<file path="src/rtl/mem_rd_scheduler.sv">
// Round-robin scheduler sharing one wait-stated memory read channel between NREQ requesters.
// Optional WS_TIMEOUT_EN: abort a read after TIMEOUT consecutive ws-high cycles in DLY.
module mem_rd_scheduler #(
  parameter int NREQ    = 4,
  parameter int ADDR_W  = 8,
  parameter int TIMEOUT = 15
) (
  input  logic                   clk,
  input  logic                   rst,
  input  logic [NREQ-1:0]        req,
  input  logic [NREQ*ADDR_W-1:0] addr_in,
  input  logic                   ws,
  output logic                   rd,
  output logic                   ds,
  output logic [ADDR_W-1:0]      mem_addr,
  output logic [NREQ-1:0]        gnt,
  output logic [NREQ-1:0]        done,
  output logic                   busy,
  output logic                   err
);

  localparam int PW = (NREQ > 1) ? $clog2(NREQ) : 1;

  if (NREQ < 2 || NREQ > 8 || TIMEOUT < 1 || TIMEOUT > 255) begin : g_bad_cfg
    $error("mem_rd_scheduler: parameter out of range");
  end

  typedef enum logic [1:0] {IDLE, READ, DLY, DONE} state_t;

  state_t            state;
  logic [PW-1:0]     rr_ptr;
  logic [PW-1:0]     cur;
  logic [PW-1:0]     nxt_ptr;
  logic [PW-1:0]     win_idx;
  logic              win_vld;
  logic [NREQ-1:0]   win_gnt;
  logic [ADDR_W-1:0] win_addr;
  logic [PW:0]       probe;

  // Winner is the first set req bit at or above rr_ptr, wrapping past NREQ-1 to 0.
  always_comb begin
    win_vld  = 1'b0;
    win_idx  = '0;
    win_addr = '0;
    probe    = '0;
    for (int unsigned k = 0; k < NREQ; k++) begin
      probe = {1'b0, rr_ptr} + (PW+1)'(k);
      if (probe >= (PW+1)'(NREQ))
        probe = probe - (PW+1)'(NREQ);
      if (!win_vld && req[probe[PW-1:0]]) begin
        win_vld = 1'b1;
        win_idx = probe[PW-1:0];
      end
    end
    for (int unsigned k = 0; k < NREQ; k++) begin
      if (win_idx == PW'(k))
        win_addr = addr_in[k*ADDR_W +: ADDR_W];
    end
    win_gnt = NREQ'(1) << win_idx;
  end

  assign nxt_ptr = (cur == PW'(NREQ-1)) ? '0 : cur + PW'(1);

`ifdef WS_TIMEOUT_EN
  logic [7:0] ws_cnt;
`else
  assign err = 1'b0;
`endif

  always_ff @(posedge clk) begin
    if (rst) begin
      state    <= IDLE;
      rd       <= 1'b0;
      ds       <= 1'b0;
      gnt      <= '0;
      done     <= '0;
      busy     <= 1'b0;
      mem_addr <= '0;
      rr_ptr   <= '0;
      cur      <= '0;
`ifdef WS_TIMEOUT_EN
      err      <= 1'b0;
      ws_cnt   <= '0;
`endif
    end else begin
      done <= '0;
      case (state)
        IDLE: begin
          if (win_vld) begin
            state    <= READ;
            gnt      <= win_gnt;
            mem_addr <= win_addr;
            cur      <= win_idx;
            rd       <= 1'b1;
            busy     <= 1'b1;
          end
        end
        READ: begin
          state <= DLY;
`ifdef WS_TIMEOUT_EN
          ws_cnt <= '0;
`endif
        end
        DLY: begin
          if (!ws) begin
            state  <= DONE;
            rd     <= 1'b0;
            ds     <= 1'b1;
            done   <= gnt;
            rr_ptr <= nxt_ptr;
          end
`ifdef WS_TIMEOUT_EN
          // This ws-high cycle is the TIMEOUT-th one: abort instead of waiting further.
          else if (ws_cnt == 8'(TIMEOUT-1)) begin
            state  <= DONE;
            rd     <= 1'b0;
            err    <= 1'b1;
            done   <= gnt;
            rr_ptr <= nxt_ptr;
          end else begin
            ws_cnt <= ws_cnt + 8'd1;
          end
`endif
        end
        DONE: begin
          state <= IDLE;
          ds    <= 1'b0;
          gnt   <= '0;
          busy  <= 1'b0;
`ifdef WS_TIMEOUT_EN
          err   <= 1'b0;
`endif
        end
        default: state <= IDLE;
      endcase
    end
  end

endmodule

</file>
<file path="config.mk">
export PLATFORM = sky130hd
export DESIGN_NAME = mem_rd_scheduler
export DESIGN_NICKNAME = d
export VERILOG_FILES = /design/src/rtl/mem_rd_scheduler.sv
export SDC_FILE = /design/constraint.sdc
export NUM_CORES = 1
export LEC_CHECK = 0
export ABC_AREA = 0
export CORE_UTILIZATION = 42
export CTS_BUF_LIST = sky130_fd_sc_hd__clkbuf_8
export CTS_CLUSTER_SIZE = 8
export DETAILED_ROUTE_END_ITERATION = 10
export GPL_TIMING_DRIVEN = 0
export PLACE_DENSITY = 0.82
export SLEW_MARGIN = 20
export SYNTH_ARGS = -nofsm -noshare
export SYNTH_HDL_FRONTEND = slang
export SYNTH_SLANG_ARGS = --single-unit
export TNS_END_PERCENT = 100
</file>
<file path="constraint.sdc">
create_clock -name clk -period 2 [get_ports clk]
set_clock_uncertainty 0.2 [all_clocks]
set_input_delay 0.4 -clock clk [delete_from_list [all_inputs] [get_ports clk]]
set_output_delay 0.4 -clock clk [all_outputs]
set_load 0.005 [all_outputs]
</file>
Word-level counts from Yosys, hierarchy flattened
Cells that the tools add are included.
- shift operators: 1
- bitwise operators: 2
- muxes and demuxes: 36
- add/sub/neg operators: 8
- equality and inequality tests: 9
- reduce and logical (&&, ||, !) cells: 18
- order comparisons: 8
- operators by type and width (operator ; count):
    8-bit 2-to-1 mux ; 4
    2-bit 2-to-1 mux ; 11
    2-bit by 3-bit < comparator with 1-bit output, second input constant ; 4
    1-bit 2-to-1 mux ; 11
    2-bit == test, second input constant ; 5
    2-bit AND reduction ; 5
    3-bit >= comparator, second input constant ; 3
    1-bit binary-select mux with 2-bit select ; 4
    2-bit case mux with 4 select lines ; 1
    4-bit case mux with 2 select lines ; 1
    2-bit by 1-bit subtractor with 2-bit output, second input constant ; 4
    2-bit by 2-bit adder with 3-bit output, second input constant ; 2
    1-bit case mux with 2 select lines ; 3
    2-bit nonzero test ; 3
    2-bit by 1-bit == test with 1-bit output, second input constant ; 2
    2-bit logical NOT ; 2
    4-bit 2-to-1 mux ; 1
    2-bit != test, second input constant ; 2
    1-bit by 2-bit left shift with 4-bit output, first input constant ; 1
    2-bit by 1-bit adder with 3-bit output, second input constant ; 1
    2-bit by 3-bit >= comparator with 1-bit output, second input constant ; 1
    1-bit logical AND ; 3
    1-bit logical NOT ; 3
    3-bit AND reduction ; 1
    3 further kinds ; 4
- output and inout bits: 20
- flip-flop bits (word level): 25

Logic depth before layout (Yosys ltp)
Gate-level depths: netlist of run 1.
- depth in word-level cells: 19
- mapped depth: 7

Worst setup path after synthesis of run 1
Ideal clock, no wire load.
- path kind: flip-flop to flip-flop
- from: register rr_ptr[1]
- to: register mem_addr[7]
- slack: 376 ps
- period minus slack after synthesis: 1624 ps
- cell stages (with the launch flop): 8
- data arrival time: 1297 ps
- buffers on the path: 2
- path through: dfxtp_1 -> buf_6 -> mux2i_1 -> o22ai_1 -> nor2_2 -> buf_6 -> mux2i_1 -> o221ai_2
- word-level cells in the longest chain between the ends: 19
- elaborated cells between the ends (all ways): 46
- classes of those cells: add/sub: 7; order compare: 4; eq/ne: 3; mux: 24; reduce/logical: 8
- ends and longest elaborated chain (element ; line ; RTL):
    from (decl) ; 31 ; logic [PW-1:0] rr_ptr;
    from (signal assigned) ; 110 ; rr_ptr <= nxt_ptr;
    parallel branches: the longest is 19 deep, another holds 2-bit by 1-bit adder with 3-bit output ; n/a ;
    to (signal assigned) ; 92 ; mem_addr <= win_addr;
    to (decl) ; 15 ; output logic [ADDR_W-1:0] mem_addr,
Parallel ways; which one is timed is not known. The select of a mux whose other input is x is not followed.
A chain may end at the register's enable or synchronous reset.

Final worst setup path of run 1
- from: input req[1]
- to: register mem_addr[1]
- word-level cells in the longest chain between the ends: 17
- elaborated cells between the ends (all ways): 31
- classes of those cells: eq/ne: 3; mux: 20; reduce/logical: 8
- ends and longest elaborated chain (element ; line ; RTL):
    from (decl) ; 10 ; input logic [NREQ-1:0] req,
    1-bit binary-select mux with 2-bit select ; 50 ; if (!win_vld && req[probe[PW-1:0]]) begin
    1-bit 2-to-1 mux (not written as such) ; 50 ;
    1-bit 2-to-1 mux ; 50 ;
    1-bit logical NOT ; 50 ;
    1-bit logical AND ; 50 ;
    1-bit 2-to-1 mux ; 50 ;
    1-bit logical NOT ; 50 ;
    1-bit logical AND ; 50 ;
    1-bit 2-to-1 mux ; 50 ;
    1-bit logical NOT ; 50 ;
    1-bit logical AND ; 50 ;
    2-bit 2-to-1 mux ; 50 ;
    2-bit logical NOT ; 56 ; if (win_idx == PW'(k))
    8-bit 2-to-1 mux (4 in a row) ; 56 ;
Parallel ways exist; a longest one is shown, timed or not. The select of a mux whose other input is x is not followed.

==> results of run 1 <==
## power by group through the flow
stage	clock network (mW)	registers [mW]	logic, mW
2_1_floorplan	0	0.700	0.448
3_3_place_gp	0	0.697	0.796
3_5_place_dp	0	0.706	0.814
4_1_cts	0.295	0.695	0.826
5_1_grt	0.324	0.713	0.942
6_report	0.292	0.697	0.852
## stage by stage
| stage | hold WS (ns) | util [%] |
|---|---|---|
| final | 0.266 | 70.5 |
| after CTS | 0.271 | 68.8 |
| after detailed placement | 0.261 | 66.9 |
| after global routing | 0.282 | 70.5 |
| after global placement | 0.257 | 66.9 |
| after floorplan | 0.257 | - |
## cells in the final DEF (no fill, tap or decap), types with 2 or more instances in the layout
master and count:
a32oi_1 2, nor2_1 15, and2_1 4, nor3_1 2, buf_6 3, nand3b_1 10, a21oi_1 11, dfxtp_1 25
dlymetal6s2s_1 3, clkdlybuf4s50_1 54, nand2b_1 3, clkbuf_1 2, ha_1 5, buf_4 3, clkbuf_8 3, nand2_2 2
nand2_1 9, inv_1 4, o221ai_1 7, mux2i_1 18
## sequential cells by signal, indices dropped and copies added, names as in the netlist
signal / cells
busy: 1
cur: 2
done: 4
ds: 1
gnt: 4
mem_addr: 8
rd: 1
rr_ptr: 2
state: 2
## cells by family after synthesis
group	after synthesis	share of synthesized area (%)
AOI/OAI and AO/OA	27	15.1
adders and majority gates	5	4.94
buffers and inverters	10	5.03
DFF	25	39.5
muxes	19	15.0
other	1	0.296
and+or+nand+nor	49	20.1
## repair_timing
action | in CTS | in global routing
resized for setup | 2 | 11
pin swaps | 0 | 3
cloned | 0 | 1
endpoints found under the setup margin | 11 | 13
## path summary, 6_finish.rpt
| kind | start | end |
|---|---|---|
| setup / recovery | req[1] | mem_addr[1] |
| hold / removal | gnt[2] | gnt[2] |
| setup reg to reg | rr_ptr[1] | mem_addr[1] |
| hold reg to reg | gnt[2] | gnt[2] |
## critical path, stage by stage
cell             delay (ns)
clkdlybuf4s50_1        0.58
a21oi_1                0.10
nor2_2                 0.22
buf_6                  0.18
mux2i_1                0.23
o221ai_1               0.14
## routing by layer
metal	GRT usage, %	part of all wire (%)	up-vias
met4	3.83	0	0
met3	4.31	5.5	0
met1	24.3	41	580
met2	37.3	53	41
met5	0	0	-
li1	-	-	615
## cell type report
cell class	instances	area [um2]	share of cell area [%]
multi-input cells	101	739	37.4
clock inverters	1	3.75	0.190
inverters	3	11.3	0.570
well taps	31	38.8	1.96
flip-flops and latches	25	500	25.3
plain buffers	7	56.3	2.85
clock buffers	3	41.3	2.09
repair buffers	58	586	29.6
==> report_table.html, run 1 <==
<table>
<tr><th>Metric</th><th>Value</th></tr>
<tr><th colspan="2">Logic synthesis</th></tr>
<tr><td>Number of flip-flops and latches in the synthesized netlist</td><td>25</td></tr>
<tr><td>Number of enable-type register cells in the synthesized netlist</td><td>0</td></tr>
<tr><td>Post-synthesis cell area</td><td>1270 um2</td></tr>
<tr><td>Proportion of synthesized chip area in sequential cells</td><td>39.5%</td></tr>
<tr><td>Synth warn</td><td>0</td></tr>
<tr><td>Most used standard cell by instance count after synthesis</td><td>dfxtp_1</td></tr>
<tr><td>Top flip-flop cell by instance count after synthesis</td><td>dfxtp_1</td></tr>
<tr><td>Post-synthesis area per instance</td><td>9.32 um2</td></tr>
<tr><td>Share of Yosys cell area claimed by the top area cell type</td><td>39.5%</td></tr>
<tr><td>Post-synthesis net count</td><td>180</td></tr>
<tr><td>Top cell type by total area after synthesis</td><td>dfxtp_1</td></tr>
<tr><td>Number of different library cells in the post-synthesis netlist</td><td>27</td></tr>
<tr><td>Commonest cells in the synthesized netlist</td><td>dfxtp_1, mux2i_1, nor2_1, a21oi_1, nand3b_1</td></tr>
<tr><td>Number of standard cells after synthesis</td><td>136</td></tr>
<tr><td>Top cells by area, synth</td><td>dfxtp_1, mux2i_1, nand3b_1</td></tr>
<tr><td>Async set or reset register ratio after synthesis</td><td>0%</td></tr>
<tr><th colspan="2">Setup path</th></tr>
<tr><td>Worst EP arrival</td><td>1.86 ns</td></tr>
<tr><td>Crit Path Class</td><td>in -&gt; reg</td></tr>
<tr><td>Maximum fanout encountered on the critical timing path</td><td>5</td></tr>
<tr><td>Critical Path Source Type</td><td>input pin</td></tr>
<tr><td>Cells on worst reg2reg path</td><td>7</td></tr>
<tr><td>Required time of the critical path</td><td>1.94 ns</td></tr>
<tr><td>Kind of end point of the critical path</td><td>register</td></tr>
<tr><td>Worst reg2reg setup slack</td><td>0.09 ns</td></tr>
<tr><th colspan="2">Routing</th></tr>
<tr><td>ANT nets after route</td><td>0</td></tr>
<tr><td>Via-to-Cell Ratio</td><td>5.40</td></tr>
<tr><td>Average wire per standard cell</td><td>14.4 um</td></tr>
<tr><td>Overall via count from detail_route</td><td>1236</td></tr>
<tr><td>First drt pass iteration count</td><td>7</td></tr>
<tr><td>DRC</td><td>4</td></tr>
<tr><td>Post-Route WL</td><td>3.29 mm</td></tr>
<tr><td>Initial detailed-routing violation count</td><td>34</td></tr>
<tr><th colspan="2">STA</th></tr>
<tr><td>Sum of negative setup slack</td><td>0 ns</td></tr>
<tr><td>Final count of pins violating max slew</td><td>0</td></tr>
<tr><td>Final setup violation count</td><td>0</td></tr>
<tr><td>Number of hold violations in the final report</td><td>0</td></tr>
<tr><td>Fraction of the cycle the final worst path needs</td><td>96.0%</td></tr>
<tr><td>Minimum clock period</td><td>1.92 ns</td></tr>
<tr><td>Maximum operating frequency</td><td>521 MHz</td></tr>
<tr><td>Crit path setup slack, layout</td><td>0.0800 ns</td></tr>
<tr><th colspan="2">Clocking</th></tr>
<tr><td>Number of buffers on the longest clock path</td><td>2</td></tr>
<tr><td>Clock Latency Late Sink</td><td>0.27 ns</td></tr>
<tr><td>Number of hold buffers added after cts</td><td>0</td></tr>
<tr><td>Cell at the root of the clock tree</td><td>clkbuf_8</td></tr>
<tr><td>Number of buffers created by CTS</td><td>3</td></tr>
<tr><td>Clock transition at the registers of the reported paths</td><td>0.09 ns</td></tr>
<tr><td>Number of H-tree levels</td><td>1</td></tr>
<tr><td>Setup bufs post-CTS</td><td>0</td></tr>
<tr><td>Clock tree from TritonCTS</td><td>built</td></tr>
<tr><td>CTS Sinks</td><td>25</td></tr>
<tr><th colspan="2">Global routing</th></tr>
<tr><td>Total global-route track usage</td><td>20.2%</td></tr>
<tr><td>Number of global-route vias before repair</td><td>1214</td></tr>
<tr><td>Initial antenna violation count</td><td>0</td></tr>
<tr><td>First-pass GRT wire length</td><td>5.20 mm</td></tr>
<tr><td>Total congestion overflow</td><td>0</td></tr>
<tr><td>Pin count of the biggest net entering global routing</td><td>14</td></tr>
<tr><th colspan="2">Die</th></tr>
<tr><td>IO Pins</td><td>59</td></tr>
<tr><td>Site row count</td><td>19</td></tr>
<tr><td>X dimension of the die</td><td>56.9 um</td></tr>
<tr><td>Effective utilization at floorplan</td><td>45.2%</td></tr>
<tr><td>Core area</td><td>2810 um2</td></tr>
<tr><td>Total Die Area</td><td>3240 um2</td></tr>
<tr><td>Vertical extent of the die</td><td>56.9 um</td></tr>
<tr><th colspan="2">Outcome</th></tr>
<tr><td>Run status</td><td>finished, violations left</td></tr>
<tr><td>Failing checks</td><td>DRC</td></tr>
<tr><th colspan="2">Worst hold path</th></tr>
<tr><td>Hold path cells</td><td>2</td></tr>
<tr><td>Kind of path behind the tightest hold check</td><td>reg -&gt; reg</td></tr>
<tr><th colspan="2">Finish</th></tr>
<tr><td>Antenna diode count</td><td>0</td></tr>
<tr><td>Non-filler cells in the finished layout</td><td>229</td></tr>
<tr><td>Share of post-route cells with drive strength above 1</td><td>9.09%</td></tr>
<tr><td>Area delta synth-&gt;final</td><td>56.0%</td></tr>
<tr><td>Filler cell count in the final layout</td><td>228</td></tr>
<tr><td>Summed area of non-filler cells in the final layout</td><td>1980 um2</td></tr>
<tr><td>Final layout net count</td><td>243</td></tr>
<tr><th colspan="2">Placement</th></tr>
<tr><td>Final HPWL DP</td><td>2.52 mm</td></tr>
<tr><td>Placed cell count</td><td>224</td></tr>
<tr><td>Cell area reported after detailed placement</td><td>1880 um2</td></tr>
<tr><td># port buffers</td><td>57</td></tr>
<tr><td>Worst setup timing slack at the placement stage</td><td>-0.372 ns</td></tr>
<tr><td>Routability-driven placement congestion ratio</td><td>0.833</td></tr>
<tr><th colspan="2">Pwr</th></tr>
<tr><td>Net Switching</td><td>635 uW</td></tr>
<tr><td>Net switching share of the total power</td><td>34.5%</td></tr>
<tr><td>Leakage</td><td>0.798 nW</td></tr>
<tr><td>Logic pwr share</td><td>46.3%</td></tr>
<tr><td>Tot Pwr</td><td>1.84 mW</td></tr>
<tr><td>Clock group share of total power</td><td>15.9%</td></tr>
<tr><td>Sequential share of power</td><td>37.9%</td></tr>
<tr><td>Power density normalized to cell area</td><td>931 nW/um2</td></tr>
<tr><td>P_int</td><td>1.21 mW</td></tr>
<tr><td>Peak supply drop</td><td>0.701 mV</td></tr>
<tr><th colspan="2">Run</th></tr>
<tr><td># Max-Cap Violations</td><td>0</td></tr>
</table>
(Power assumes the default switching activity.)
==> run 2, diff against run 1 <==
--- a/config.mk
+++ b/config.mk
@@ -6,12 +6,12 @@
 export NUM_CORES = 1
 export LEC_CHECK = 0
 export ABC_AREA = 0
-export CORE_UTILIZATION = 42
+export CORE_UTILIZATION = 30
 export CTS_BUF_LIST = sky130_fd_sc_hd__clkbuf_8
+export CTS_CLUSTER_DIAMETER = 60
 export CTS_CLUSTER_SIZE = 8
 export DETAILED_ROUTE_END_ITERATION = 10
 export GPL_TIMING_DRIVEN = 0
-export PLACE_DENSITY = 0.82
 export SLEW_MARGIN = 20
 export SYNTH_ARGS = -nofsm -noshare
 export SYNTH_HDL_FRONTEND = slang
==> run 2 against run 1 <==
  * The flow now finishes without violations
  * First-iteration DRC count increased by 41%
  * Setup slack improved by 0.020 ns
  * Largest cell class unchanged
  * Sequential share of layout area decreased by 0.46 points
==> report_table.html, run 2 (synthesis gave the netlist of run 1 again) <==
<table>
<tr><th>Metric</th><th>Value</th></tr>
<tr><th colspan="2">Setup path</th></tr>
<tr><td>Worst EP arrival</td><td>1.84 ns (-0.02 ns)</td></tr>
<tr><td>Startpoint of the worst setup timing path</td><td>rr_ptr[1]</td></tr>
<tr><td>Required time of the critical path</td><td>1.94 ns (about the same)</td></tr>
<tr><td>Critical Path Source Type</td><td>register</td></tr>
<tr><td>Setup crit end</td><td>mem_addr[6]</td></tr>
<tr><td>Worst reg2reg setup slack</td><td>0.10 ns (about the same)</td></tr>
<tr><td>Maximum fanout encountered on the critical timing path</td><td>7 (+2)</td></tr>
<tr><td>Crit Path Class</td><td>reg -&gt; reg</td></tr>
<tr><td>Endpoint of the lowest-slack register-to-register path</td><td>mem_addr[6]</td></tr>
<tr><td>Kind of end point of the critical path</td><td>register</td></tr>
<tr><td>Cells on worst reg2reg path</td><td>8 (+1)</td></tr>
<tr><td>Reg-to-reg startpoint</td><td>rr_ptr[1]</td></tr>
<tr><th colspan="2">Routing</th></tr>
<tr><td>First drt pass iteration count</td><td>4 (-3)</td></tr>
<tr><td>DRC</td><td>0 (-4)</td></tr>
<tr><td>Overall via count from detail_route</td><td>1228 (-0.65%)</td></tr>
<tr><td>Average wire per standard cell</td><td>13.9 um (-3.4%)</td></tr>
<tr><td>Via-to-Cell Ratio</td><td>4.93 (-8.6%)</td></tr>
<tr><td>ANT nets after route</td><td>0 (unchanged)</td></tr>
<tr><td>Post-Route WL</td><td>3.46 mm (+5.1%)</td></tr>
<tr><td>Initial detailed-routing violation count</td><td>48 (+41%)</td></tr>
<tr><th colspan="2">Pwr</th></tr>
<tr><td>Net switching share of the total power</td><td>34.7% (+0.20 points)</td></tr>
<tr><td>Leakage</td><td>0.791 nW (-0.96%)</td></tr>
<tr><td>Sequential share of power</td><td>37.5% (-0.4 points)</td></tr>
<tr><td>P_int</td><td>1.21 mW (about the same)</td></tr>
<tr><td>Peak supply drop</td><td>0.392 mV (-44%)</td></tr>
<tr><td>Net Switching</td><td>640 uW (+0.81%)</td></tr>
<tr><td>Clock group share of total power</td><td>15.9% (about the same)</td></tr>
<tr><td>Logic pwr share</td><td>46.6% (+0.3 points)</td></tr>
<tr><td>Power density normalized to cell area</td><td>917 nW/um2 (-1.6%)</td></tr>
<tr><th colspan="2">STA</th></tr>
<tr><td>Final count of pins violating max slew</td><td>0 (unchanged)</td></tr>
<tr><td>Final setup violation count</td><td>0 (unchanged)</td></tr>
<tr><td>Fraction of the cycle the final worst path needs</td><td>95.0% (-1.0 points)</td></tr>
<tr><td>Number of hold violations in the final report</td><td>0 (unchanged)</td></tr>
<tr><td>Minimum clock period</td><td>1.90 ns (-0.0203 ns)</td></tr>
<tr><td>Maximum operating frequency</td><td>526 MHz (+1.1%)</td></tr>
<tr><td>Setup repair after global routing missed its margin</td><td>false</td></tr>
<tr><th colspan="2">Clocking</th></tr>
<tr><td>Number of buffers on the longest clock path</td><td>2 (unchanged)</td></tr>
<tr><td>Clock transition at the registers of the reported paths</td><td>0.09 ns (about the same)</td></tr>
<tr><td>Cell at the root of the clock tree</td><td>clkbuf_8</td></tr>
<tr><td>Clock Latency Late Sink</td><td>0.26 ns (about the same)</td></tr>
<tr><td>Number of buffers created by CTS</td><td>3 (unchanged)</td></tr>
<tr><td>CTS Sinks</td><td>25 (unchanged)</td></tr>
<tr><td>Number of H-tree levels</td><td>1 (unchanged)</td></tr>
<tr><td>Clock tree from TritonCTS</td><td>built</td></tr>
<tr><th colspan="2">Finish</th></tr>
<tr><td>Regs by FF count</td><td>mem_addr (8), done (4), gnt (4)</td></tr>
<tr><td>Multi-input combinational cell area</td><td>757 um2 (+2.4%)</td></tr>
<tr><td>Final layout net count</td><td>244 (+0.41%)</td></tr>
<tr><td>Summed area of non-filler cells in the final layout</td><td>2010 um2 (+1.8%)</td></tr>
<tr><td>Filler cell count in the final layout</td><td>389 (+71%)</td></tr>
<tr><td>Most frequent standard cell in the layout excluding fill and tap cells</td><td>clkdlybuf4s50_1</td></tr>
<tr><td>Register bank with the most flops</td><td>mem_addr</td></tr>
<tr><td>Area delta synth-&gt;final</td><td>58.8%</td></tr>
<tr><td>Util after Layout</td><td>50.0% (-21 points)</td></tr>
<tr><td>Antenna diode count</td><td>0 (unchanged)</td></tr>
<tr><td>Highest-count cells in the layout ignoring fill and taps</td><td>clkdlybuf4s50_1, dfxtp_1, mux2i_1</td></tr>
<tr><td>Number of flip-flops under the largest register name</td><td>8 (unchanged)</td></tr>
<tr><td>Share of post-route cells with drive strength above 1</td><td>10.6% (+1.5 points)</td></tr>
<tr><td>Footprint of the flip-flops and latches</td><td>500 um2 (unchanged)</td></tr>
<tr><th colspan="2">Global routing</th></tr>
<tr><td>Total global-route track usage</td><td>16.1% (-4.2 points)</td></tr>
<tr><td>Number of global-route vias before repair</td><td>1181 (-2.7%)</td></tr>
<tr><td>Total congestion overflow</td><td>0 (unchanged)</td></tr>
<tr><td>First-pass GRT wire length</td><td>5.40 mm (+3.8%)</td></tr>
<tr><td>Pin count of the biggest net entering global routing</td><td>14 (unchanged)</td></tr>
<tr><td>Initial antenna violation count</td><td>0 (unchanged)</td></tr>
<tr><th colspan="2">Die</th></tr>
<tr><td>Effective utilization at floorplan</td><td>31.5% (-14 points)</td></tr>
<tr><td>Vertical extent of the die</td><td>67 um (+18%)</td></tr>
<tr><td>X dimension of the die</td><td>67 um (+18%)</td></tr>
<tr><td>Total Die Area</td><td>4490 um2 (+38%)</td></tr>
<tr><td>Site row count</td><td>23 (+4)</td></tr>
<tr><td>IO Pins</td><td>59 (unchanged)</td></tr>
<tr><td>Core area</td><td>4030 um2 (+44%)</td></tr>
<tr><th colspan="2">Placement</th></tr>
<tr><td>Routability-driven placement congestion ratio</td><td>0.739 (-11%)</td></tr>
<tr><td>Final HPWL DP</td><td>2.72 mm (+8.0%)</td></tr>
<tr><td># port buffers</td><td>57 (unchanged)</td></tr>
<tr><td>Cell area reported after detailed placement</td><td>1900 um2 (+1.3%)</td></tr>
<tr><th colspan="2">Worst hold path</th></tr>
<tr><td>Kind of path behind the tightest hold check</td><td>reg -&gt; reg</td></tr>
<tr><th colspan="2">Outcome</th></tr>
<tr><td>Run status</td><td>finished clean</td></tr>
<tr><th colspan="2">Run</th></tr>
<tr><td># Max-Cap Violations</td><td>0 (unchanged)</td></tr>
</table>
## run 2: worst min-delay path by stage
stage / from / slack [ns] / endpoint / cells after the start
after floorplan: gnt[0] / 0.26 / gnt[0] / 2
final: gnt[2] / 0.27 / gnt[2] / 2
after global placement: gnt[0] / 0.26 / gnt[0] / 2
after detailed placement: gnt[2] / 0.27 / gnt[2] / 2
after CTS: gnt[2] / 0.28 / gnt[2] / 2
after global routing: gnt[3] / 0.32 / done[3] / 1
## run 2: what timing repair did
action | 4_1_cts | 5_1_grt
hold buffers | 0 | 0
endpoints found under the setup margin | 14 | 10
resized for setup | 9 | 7
pin swaps | 1 | 2
cloned | 1 | 0
setup buffers | 0 | 2
## run 2: per-layer routing
layer  vias up  wire [um]  track usage, %
li1        617          -               -
met1       583       1520            19.5
met2        26       1810            29.3
met3         2         91            1.54
met4         0         34            4.79
met5         -          0               0
## run 2: metrics by stage
step | total power [mW] | worst slack, ns | hold WS, ns | std cells | TNS (ns)
floorplan | 1.15 | 0.376 | 0.257 | 136 | 0
global placement | 1.50 | -0.367 | 0.259 | 243 | -5.37
detailed placement | 1.53 | -0.395 | 0.266 | 243 | -5.95
CTS | 1.84 | 0.0292 | 0.279 | 248 | 0
global route | 1.99 | 0.0133 | 0.321 | 249 | 0
finish | 1.85 | 0.100 | 0.272 | 249 | 0
## run 2: power by group through the flow
stage | clock network (mW) | registers [mW] | logic (mW)
2_1_floorplan | 0 | 0.700 | 0.448
3_3_place_gp | 0 | 0.694 | 0.810
3_5_place_dp | 0 | 0.706 | 0.824
4_1_cts | 0.301 | 0.694 | 0.846
5_1_grt | 0.328 | 0.709 | 0.958
6_report | 0.294 | 0.691 | 0.860
## run 2: final cells by class
class / count / area share (%)
clock buffers: 3 / 2.05
inverters: 3 / 0.559
well taps: 50 / 3.11
multi-input cells: 101 / 37.6
clock inverters: 1 / 0.186
plain buffers: 6 / 2.24
flip-flops and latches: 25 / 24.9
repair buffers: 60 / 29.4
## run 2: worst max-delay path: stages (launching register included)
cell and delay [ns]:
dfxtp_1 0.33, buf_6 0.13, mux2i_4 0.22, o22ai_2 0.11
nor2_2 0.16, buf_4 0.14, buf_6 0.13, mux2i_2 0.24
o221ai_1 0.13
